==> src/rtl/mss_uart_rx_pkg.sv <==
// Shared types and bit-timing constants for the MSS UART receive path.
package mss_uart_rx_pkg;
  typedef enum logic [2:0] {IDLE, START, DATA, STOP, BREAK} rx_state_e;

  localparam int         OVERSAMPLE  = 16;
  localparam logic [3:0] OS_LAST     = 4'(OVERSAMPLE - 1);
  localparam logic [3:0] SAMPLE_A    = 4'd7;
  localparam logic [3:0] SAMPLE_B    = 4'd8;
  localparam logic [3:0] SAMPLE_C    = 4'd9;
  localparam logic [3:0] STOP_DECIDE = 4'd9;
  localparam int         DATA_BITS   = 8;

  // 2-of-3 vote over the mid-bit samples
  function automatic logic maj3(input logic a, input logic b, input logic c);
    return (a & b) | (a & c) | (b & c);
  endfunction
endpackage

==> src/rtl/mss_uart_rx_irq_if.sv <==
// Serial input plus FWFT receive handshake, error pulses and interrupt.
interface mss_uart_rx_irq_if;
  logic       MMUART_0_TXD;
  logic [7:0] RX_DATA;
  logic       RX_VALID;
  logic       RX_READY;
  logic       FRAMING_ERR;
  logic       OVERRUN;
  logic       IRQ_OUT;

  modport master (input MMUART_0_TXD, RX_READY,
                  output RX_DATA, RX_VALID, FRAMING_ERR, OVERRUN, IRQ_OUT);
  modport slave  (output MMUART_0_TXD, RX_READY,
                  input RX_DATA, RX_VALID, FRAMING_ERR, OVERRUN, IRQ_OUT);
endinterface

==> src/rtl/mss_uart_rx_fifo.sv <==
// Small first-word-fall-through FIFO; exposes next-cycle count for the IRQ flop.
module mss_uart_rx_fifo #(
  parameter int DEPTH = 4,
  parameter int W     = 8
) (
  input  logic                       clk,
  input  logic                       rst,
  input  logic                       push,
  input  logic                       pop,
  input  logic [W-1:0]               wdata,
  output logic [W-1:0]               rdata,
  output logic                       empty,
  output logic [$clog2(DEPTH):0]     count,
  output logic [$clog2(DEPTH):0]     count_nxt
);
  localparam int AW = $clog2(DEPTH);
  localparam int CW = AW + 1;

  logic [W-1:0]  mem [DEPTH];
  logic [AW-1:0] wr_ptr, rd_ptr;
  logic          full, do_push, do_pop;

  assign empty   = (count == '0);
  assign full    = (count == CW'(DEPTH));
  assign do_pop  = pop && !empty;
  // a full FIFO still accepts a push when the head leaves in the same cycle
  assign do_push = push && (!full || do_pop);
  assign count_nxt = count + CW'(do_push) - CW'(do_pop);
  assign rdata   = mem[rd_ptr];

  // storage, pointers and occupancy
  always_ff @(posedge clk or posedge rst) begin
    if (rst) begin
      for (int i = 0; i < DEPTH; i++) mem[i] <= '0;
      wr_ptr <= '0;
      rd_ptr <= '0;
      count  <= '0;
    end else begin
      if (do_push) begin
        mem[wr_ptr] <= wdata;
        wr_ptr      <= wr_ptr + AW'(1);
      end
      if (do_pop) rd_ptr <= rd_ptr + AW'(1);
      count <= count_nxt;
    end
  end
endmodule

==> src/rtl/mss_uart_rx_irq.sv <==
// 8N1 receiver with 16x oversampling, receive FIFO and level interrupt.
module mss_uart_rx_irq
  import mss_uart_rx_pkg::*;
#(
  parameter int BAUD_DIV   = 27,
  parameter int FIFO_DEPTH = 4,
  parameter int IRQ_LEVEL  = 1
) (
  input logic                FAB_CCC_GL0,
  input logic                FAB_RESET,
  mss_uart_rx_irq_if.master  bus
);
  localparam int TW = (BAUD_DIV > 1) ? $clog2(BAUD_DIV) : 1;
  localparam int CW = $clog2(FIFO_DEPTH) + 1;

  rx_state_e     state, state_nxt;
  logic          sync1, rxd;
  logic [TW-1:0] tick_cnt;
  logic          tick;
  logic [3:0]    os_cnt;
  logic [2:0]    bit_idx;
  logic [7:0]    shreg;
  logic          s_a, s_b, s_c, maj;
  logic          start_go, dec15, stop_dec;
  logic          push, fe_set, empty;
  logic [7:0]    rdata;
  logic [CW-1:0] count, count_nxt;
  logic          fe_q, ov_q, irq_q;

  assign tick     = (tick_cnt == TW'(BAUD_DIV - 1));
  assign start_go = (state == IDLE) && !rxd;
  assign dec15    = tick && (os_cnt == OS_LAST);
  assign stop_dec = (state == STOP) && tick && (os_cnt == STOP_DECIDE);
  // the stop decision lands on the third sample itself, so vote with the live bit
  assign maj      = maj3(s_a, s_b, (os_cnt == SAMPLE_C) ? rxd : s_c);

  // line synchronizer, baud/oversample counters, mid-bit samples, shift register
  always_ff @(posedge FAB_CCC_GL0 or posedge FAB_RESET) begin
    if (FAB_RESET) begin
      sync1    <= 1'b1;
      rxd      <= 1'b1;
      tick_cnt <= '0;
      os_cnt   <= '0;
      bit_idx  <= '0;
      shreg    <= '0;
      s_a      <= 1'b1;
      s_b      <= 1'b1;
      s_c      <= 1'b1;
    end else begin
      sync1 <= bus.MMUART_0_TXD;
      rxd   <= sync1;
      if (start_go) begin
        tick_cnt <= '0;
        os_cnt   <= '0;
        bit_idx  <= '0;
      end else begin
        tick_cnt <= tick ? '0 : tick_cnt + TW'(1);
        if (tick) os_cnt <= os_cnt + 4'd1;
        if (state == DATA && dec15) bit_idx <= bit_idx + 3'd1;
      end
      if (tick) begin
        if (os_cnt == SAMPLE_A) s_a <= rxd;
        if (os_cnt == SAMPLE_B) s_b <= rxd;
        if (os_cnt == SAMPLE_C) s_c <= rxd;
      end
      if (state == DATA && dec15) shreg <= {maj, shreg[7:1]};
    end
  end

  // state register
  always_ff @(posedge FAB_CCC_GL0 or posedge FAB_RESET) begin
    if (FAB_RESET) state <= IDLE;
    else           state <= state_nxt;
  end

  // frame sequencing; push or framing error is raised in the stop-decision cycle
  always_comb begin
    state_nxt = state;
    push      = 1'b0;
    fe_set    = 1'b0;
    case (state)
      IDLE:  if (!rxd) state_nxt = START;
      START: if (dec15) state_nxt = maj ? IDLE : DATA;
      DATA:  if (dec15 && bit_idx == 3'(DATA_BITS - 1)) state_nxt = STOP;
      STOP:  if (stop_dec) begin
               if (maj) begin
                 push      = 1'b1;
                 state_nxt = IDLE;
               end else begin
                 fe_set    = 1'b1;
                 state_nxt = BREAK;
               end
             end
      BREAK: if (rxd) state_nxt = IDLE;
      default: state_nxt = IDLE;
    endcase
  end

  mss_uart_rx_fifo #(.DEPTH(FIFO_DEPTH), .W(8)) u_fifo (
    .clk       (FAB_CCC_GL0),
    .rst       (FAB_RESET),
    .push      (push),
    .pop       (bus.RX_READY),
    .wdata     (shreg),
    .rdata     (rdata),
    .empty     (empty),
    .count     (count),
    .count_nxt (count_nxt)
  );

  // registered pulses and interrupt level
  always_ff @(posedge FAB_CCC_GL0 or posedge FAB_RESET) begin
    if (FAB_RESET) begin
      fe_q  <= 1'b0;
      ov_q  <= 1'b0;
      irq_q <= 1'b0;
    end else begin
      fe_q  <= fe_set;
      ov_q  <= push && (count == CW'(FIFO_DEPTH)) && !bus.RX_READY;
      irq_q <= (count_nxt >= CW'(IRQ_LEVEL));
    end
  end

  assign bus.RX_VALID    = !empty;
  assign bus.RX_DATA     = rdata;
  assign bus.FRAMING_ERR = fe_q;
  assign bus.OVERRUN     = ov_q;
  assign bus.IRQ_OUT     = irq_q;
endmodule

==> src/flat_wrapper.sv <==
// flat-port wrapper written by rule: the top's interface ports become plain ports
module mss_uart_rx_irq_flat import mss_uart_rx_pkg::*;
#(
  parameter int BAUD_DIV   = 27,
  parameter int FIFO_DEPTH = 4,
  parameter int IRQ_LEVEL  = 1
)
  (FAB_CCC_GL0, FAB_RESET, bus_MMUART_0_TXD, bus_RX_READY, bus_RX_DATA, bus_RX_VALID, bus_FRAMING_ERR, bus_OVERRUN, bus_IRQ_OUT);
  mss_uart_rx_irq_if bus_i ();
  input logic FAB_CCC_GL0;
  input logic FAB_RESET;
  input wire logic [$bits(bus_i.MMUART_0_TXD)-1:0] bus_MMUART_0_TXD;
  input wire logic [$bits(bus_i.RX_READY)-1:0] bus_RX_READY;
  output wire logic [$bits(bus_i.RX_DATA)-1:0] bus_RX_DATA;
  output wire logic [$bits(bus_i.RX_VALID)-1:0] bus_RX_VALID;
  output wire logic [$bits(bus_i.FRAMING_ERR)-1:0] bus_FRAMING_ERR;
  output wire logic [$bits(bus_i.OVERRUN)-1:0] bus_OVERRUN;
  output wire logic [$bits(bus_i.IRQ_OUT)-1:0] bus_IRQ_OUT;
  assign bus_i.MMUART_0_TXD = bus_MMUART_0_TXD;
  assign bus_i.RX_READY = bus_RX_READY;
  assign bus_RX_DATA = bus_i.RX_DATA;
  assign bus_RX_VALID = bus_i.RX_VALID;
  assign bus_FRAMING_ERR = bus_i.FRAMING_ERR;
  assign bus_OVERRUN = bus_i.OVERRUN;
  assign bus_IRQ_OUT = bus_i.IRQ_OUT;
  mss_uart_rx_irq #(.BAUD_DIV(BAUD_DIV), .FIFO_DEPTH(FIFO_DEPTH), .IRQ_LEVEL(IRQ_LEVEL)) u_core (.FAB_CCC_GL0(FAB_CCC_GL0), .FAB_RESET(FAB_RESET), .bus(bus_i));
endmodule
==> config.mk <==
export PLATFORM = sky130hd
export DESIGN_NAME = mss_uart_rx_irq_flat
export DESIGN_NICKNAME = d
export VERILOG_FILES = /design/src/rtl/mss_uart_rx_pkg.sv /design/src/rtl/mss_uart_rx_irq_if.sv /design/src/rtl/mss_uart_rx_fifo.sv /design/src/rtl/mss_uart_rx_irq.sv /design/src/flat_wrapper.sv
export SDC_FILE = /design/constraint.sdc
export NUM_CORES = 1
export LEC_CHECK = 0
export BUFFER_PORTS_ARGS = -buffer_cell sky130_fd_sc_hd__buf_2
export CAP_MARGIN = 10
export CORE_MARGIN = 4
export CORE_UTILIZATION = 50
export CTS_CLUSTER_DIAMETER = 40
export DETAILED_ROUTE_END_ITERATION = 10
export PLACE_DENSITY = 0.75
export SYNTH_ARGS = -nofsm -noshare
export SYNTH_HDL_FRONTEND = slang
export SYNTH_HIERARCHICAL = 1
export SYNTH_SLANG_ARGS = --single-unit
==> constraint.sdc <==
create_clock -name FAB_CCC_GL0 -period 4.4 [get_ports FAB_CCC_GL0]
set_input_delay 0.88 -clock FAB_CCC_GL0 [delete_from_list [all_inputs] [get_ports FAB_CCC_GL0]]
set_output_delay 0.88 -clock FAB_CCC_GL0 [all_outputs]
set_load 0.02 [all_outputs]
==> summary.md <==
| Metric | Value |
|---|---|
| TritonCTS buffer count | `9` |
| Final worst slack | `0.876 ns` |
| Max stage delay cell, worst path | `dfrtp_1` |
| Layout Skew | `0.0123 ns` |
| Most used DFF post-synth | `dfrtp_1` |
| Slew HR | `32.6%` |
| Synth Area per Inst | `13.7 um2` |
| Vias per cell | `5.55` |
| Die area | `8110 um2` |
| CP arrival | `3.74 ns` |
| Worst-Skew Late Latency | `0.34 ns` |
| Max clock buf depth | `2` |
| Most frequent cells after synthesis | `65 x dfrtp_1, 36 x mux2_2, 14 x nand2_1` |
| HP Class | `register to register` |
| VDD IR-drop max | `231 uV` |
| Min Clock Period, post-route | `3.52 ns` |
| Initial Utilization | `52.1%` |
| Yosys cell types | `42` |
| CP cell instances | `inv_1, ha_1, and4b_1, nand4_1, a21oi_1, or2b_2, ha_1, inv_1, ha_1, inv_1, fa_1, xnor2_1, xnor2_1, or3_1` |
| DRT iter0 DRCs | `155` |
| Final setup vio count | `0` |
| CP Class | `register to register` |
| Port Buffer Count | `15` |
| Worst endpoint required time | `4.62 ns` |
| RSZ-0062 raised after global routing | `false` |
| DP Area | `3510 um2` |
| GRT busiest layer | `met2` |
| IO Pins | `16` |
| Reg area | `1760 um2` |
| Final hold vios | `0` |
| CTS H-tree depth | `3` |
| Met3 Use GR | `3.26%` |
| Clock transition at path regs | `0.07 ns` |
| Largest stage delay on the critical path | `0.40 ns` |
| First-pass GRT wire length | `9.76 mm` |
| Yosys top cell by area | `dfrtp_1` |
| Die Wd | `90.1 um` |
| Initial antenna violation count | `0` |
| Status | `finished clean` |
| Fillers | `525` |
| Post-DP HPWL | `3.97 mm` |
| Crit share post-route | `80.1%` |
| Synth Register Bits | `70` |
| Kind of end point of the critical path | `register` |
| Worst slew pin tran | `1.00 ns` |
| Cell Pwr Density | `316 nW/um2` |
| Post-synth EDFFs | `0` |
| Setup Fix Bufs, Post-CTS | `0` |
| Crit-path max FO | `6` |
| Largest net degree at the start of global routing | `40` |
| Worst Setup Slack post-DPL | `0.883 ns` |
| DRC | `0` |
| Setup TNS Final | `0 ns` |
| Fmax | `284 MHz` |
| P_leak | `1.77 nW` |
| GRT Total Usage | `15.4%` |
| Pwr Total | `1.17 mW` |
| Maxcap violations | `0` |
| Post-route cell area | `3710 um2` |
| Total wire length | `5.76 mm` |
| # hold bufs at CTS | `0` |
| Ant diodes | `0` |
| Final Max Tran Viols | `0` |
| Gpl congestion | `0.854` |
| CTS tree | `done` |
| GR Util met2 | `22.5%` |
| Placeable Area | `6460 um2` |
| Seq/Total Area, Yosys | `52.2%` |
| Top-count cell post-synth | `dfrtp_1` |
| M1 GR Usage | `21.6%` |
| Cts repair resizes | `0` |
| Clock root cell | `clkbuf_8` |
| Synth Cell Area | `3370 um2` |
| Area Overhead vs Synth | `10.2%` |
| DRT Pass-1 Iters | `4` |
| Clock sinks | `70` |
| Core Rows | `29` |
| Die height | `90.1 um` |
| Wire length per cell | `16.5 um` |
| Remaining global-route overflow | `0` |
| Vias | `1933` |
| FFs w/ async S/R, synth | `100%` |
| Synthesis Warnings | `6` |
| Net Count, Synth | `263` |
| Layout cells sized above 1 | `37.6%` |
| Synth top area share | `48.3%` |
| Largest cells by area after synthesis | `dfrtp_1 48%, mux2_2 12%, mux4_2 5.4%, ha_1 4.8%, dfstp_2 3.9%` |
| Post-synthesis instance total | `245` |
| Critical path launch point type | `register` |
| Nets | `284` |
| Footprint of the multi-input gates | `1520 um2` |
| Vias in the first global route | `1974` |
| Final core occ | `57.5%` |
| Post-route ant nets | `0` |
-- report_power, final --
| group | switching, mW | internal [mW] | leakage, nW |
|---|---|---|---|
| registers | 0.00114 | 0.645 | 0.936 |
| clock network | 0.245 | 0.266 | 0.0931 |
| logic | 0.0136 | 0.00252 | 0.742 |
-- cells by family after synthesis --
| kind of cell | Yosys count | share of synthesized area, % |
|---|---|---|
| AND/OR/NAND/NOR | 60 | 12.1 |
| AO/OA/AOI/OAI | 17 | 3.27 |
| adder cells (fa/ha/maj) | 14 | 5.43 |
| multiplexers | 56 | 22.2 |
| buffers and inverters | 20 | 2.68 |
| XOR/XNOR | 8 | 2.08 |
| flip-flops | 70 | 52.2 |
-- critical path, delay by kind of cell, from the launching register on --
family | cells | cell delay (ns)
compound gates | 1 | 0.35
xor+xnor | 2 | 0.29
fa+ha+maj | 4 | 1.00
buf+inv | 3 | 0.18
flops | 1 | 0.40
simple gates | 4 | 1.21
-- layout make-up --
type | instances | share of cell area [%]
flip-flops and latches | 70 | 47.4
multi-input cells | 155 | 40.9
clock buffers | 10 | 3.44
well taps | 77 | 2.60
repair buffers | 17 | 2.43
clock inverters | 6 | 1.92
inverters | 13 | 1.31
-- path summary, 6_finish.rpt --
| check | start | endpoint | slack (ns) | depth (start not counted) |
|---|---|---|---|---|
| worst max-delay path | u_core/tick_cnt[0] | u_core/bus.IRQ_OUT | 0.88 | 14 |
| worst min-delay path | u_core/sync1 | u_core/rxd | 0.36 | 0 |
| worst max register to register | u_core/tick_cnt[0] | u_core/bus.IRQ_OUT | 0.88 | 14 |
| worst min register to register | u_core/sync1 | u_core/rxd | 0.36 | 0 |
| max in group asynchronous | FAB_RESET | u_core/state[0] | 3.00 | 3 |
| min in group asynchronous | FAB_RESET | u_core/u_fifo/mem[12] | 0.65 | 3 |
-- metal layers --
layer  wire (um)  share of wire [%]  up-vias
met1        2740                 48      978
met2        2760                 48       31
met5           0                  0        -
li1            -                  -      918
met4          76                1.3        0
met3         175                3.0        6
-- stage by stage --
step	hold WS [ns]	std cells
floorplan	0.345	245
global placement	0.346	332
detailed placement	0.348	332
CTS	0.358	348
global route	0.370	348
finish	0.357	348
-- flip-flops by register name (all words and copies together) (netlist names), 2 cells and up --
name                  flops
u_core/bit_idx            3
u_core/os_cnt             4
u_core/shreg              8
u_core/state              3
u_core/tick_cnt           5
u_core/u_fifo/count       3
u_core/u_fifo/mem        32
u_core/u_fifo/rd_ptr      2
u_core/u_fifo/wr_ptr      2
-- cell usage in the layout (no fill, tap or decap), drive strengths merged, types with 2 or more instances in the layout --
master / n
a211oi: 3
a21oi: 6
and4b: 2
buf: 17
clkbuf: 10
clkinv: 2
clkinvlp: 2
dfrtp: 65
dfstp: 5
ha: 13
inv: 14
mux2: 46
mux2i: 2
mux4: 8
nand2: 14
nand2b: 3
nand3: 4
nand3b: 4
nand4b: 3
nor2: 11
nor2b: 2
nor3: 3
nor4: 2
nor4b: 2
o21ai: 4
or3: 5
xnor2: 5
xor2: 3
(Power assumes the default switching activity.)
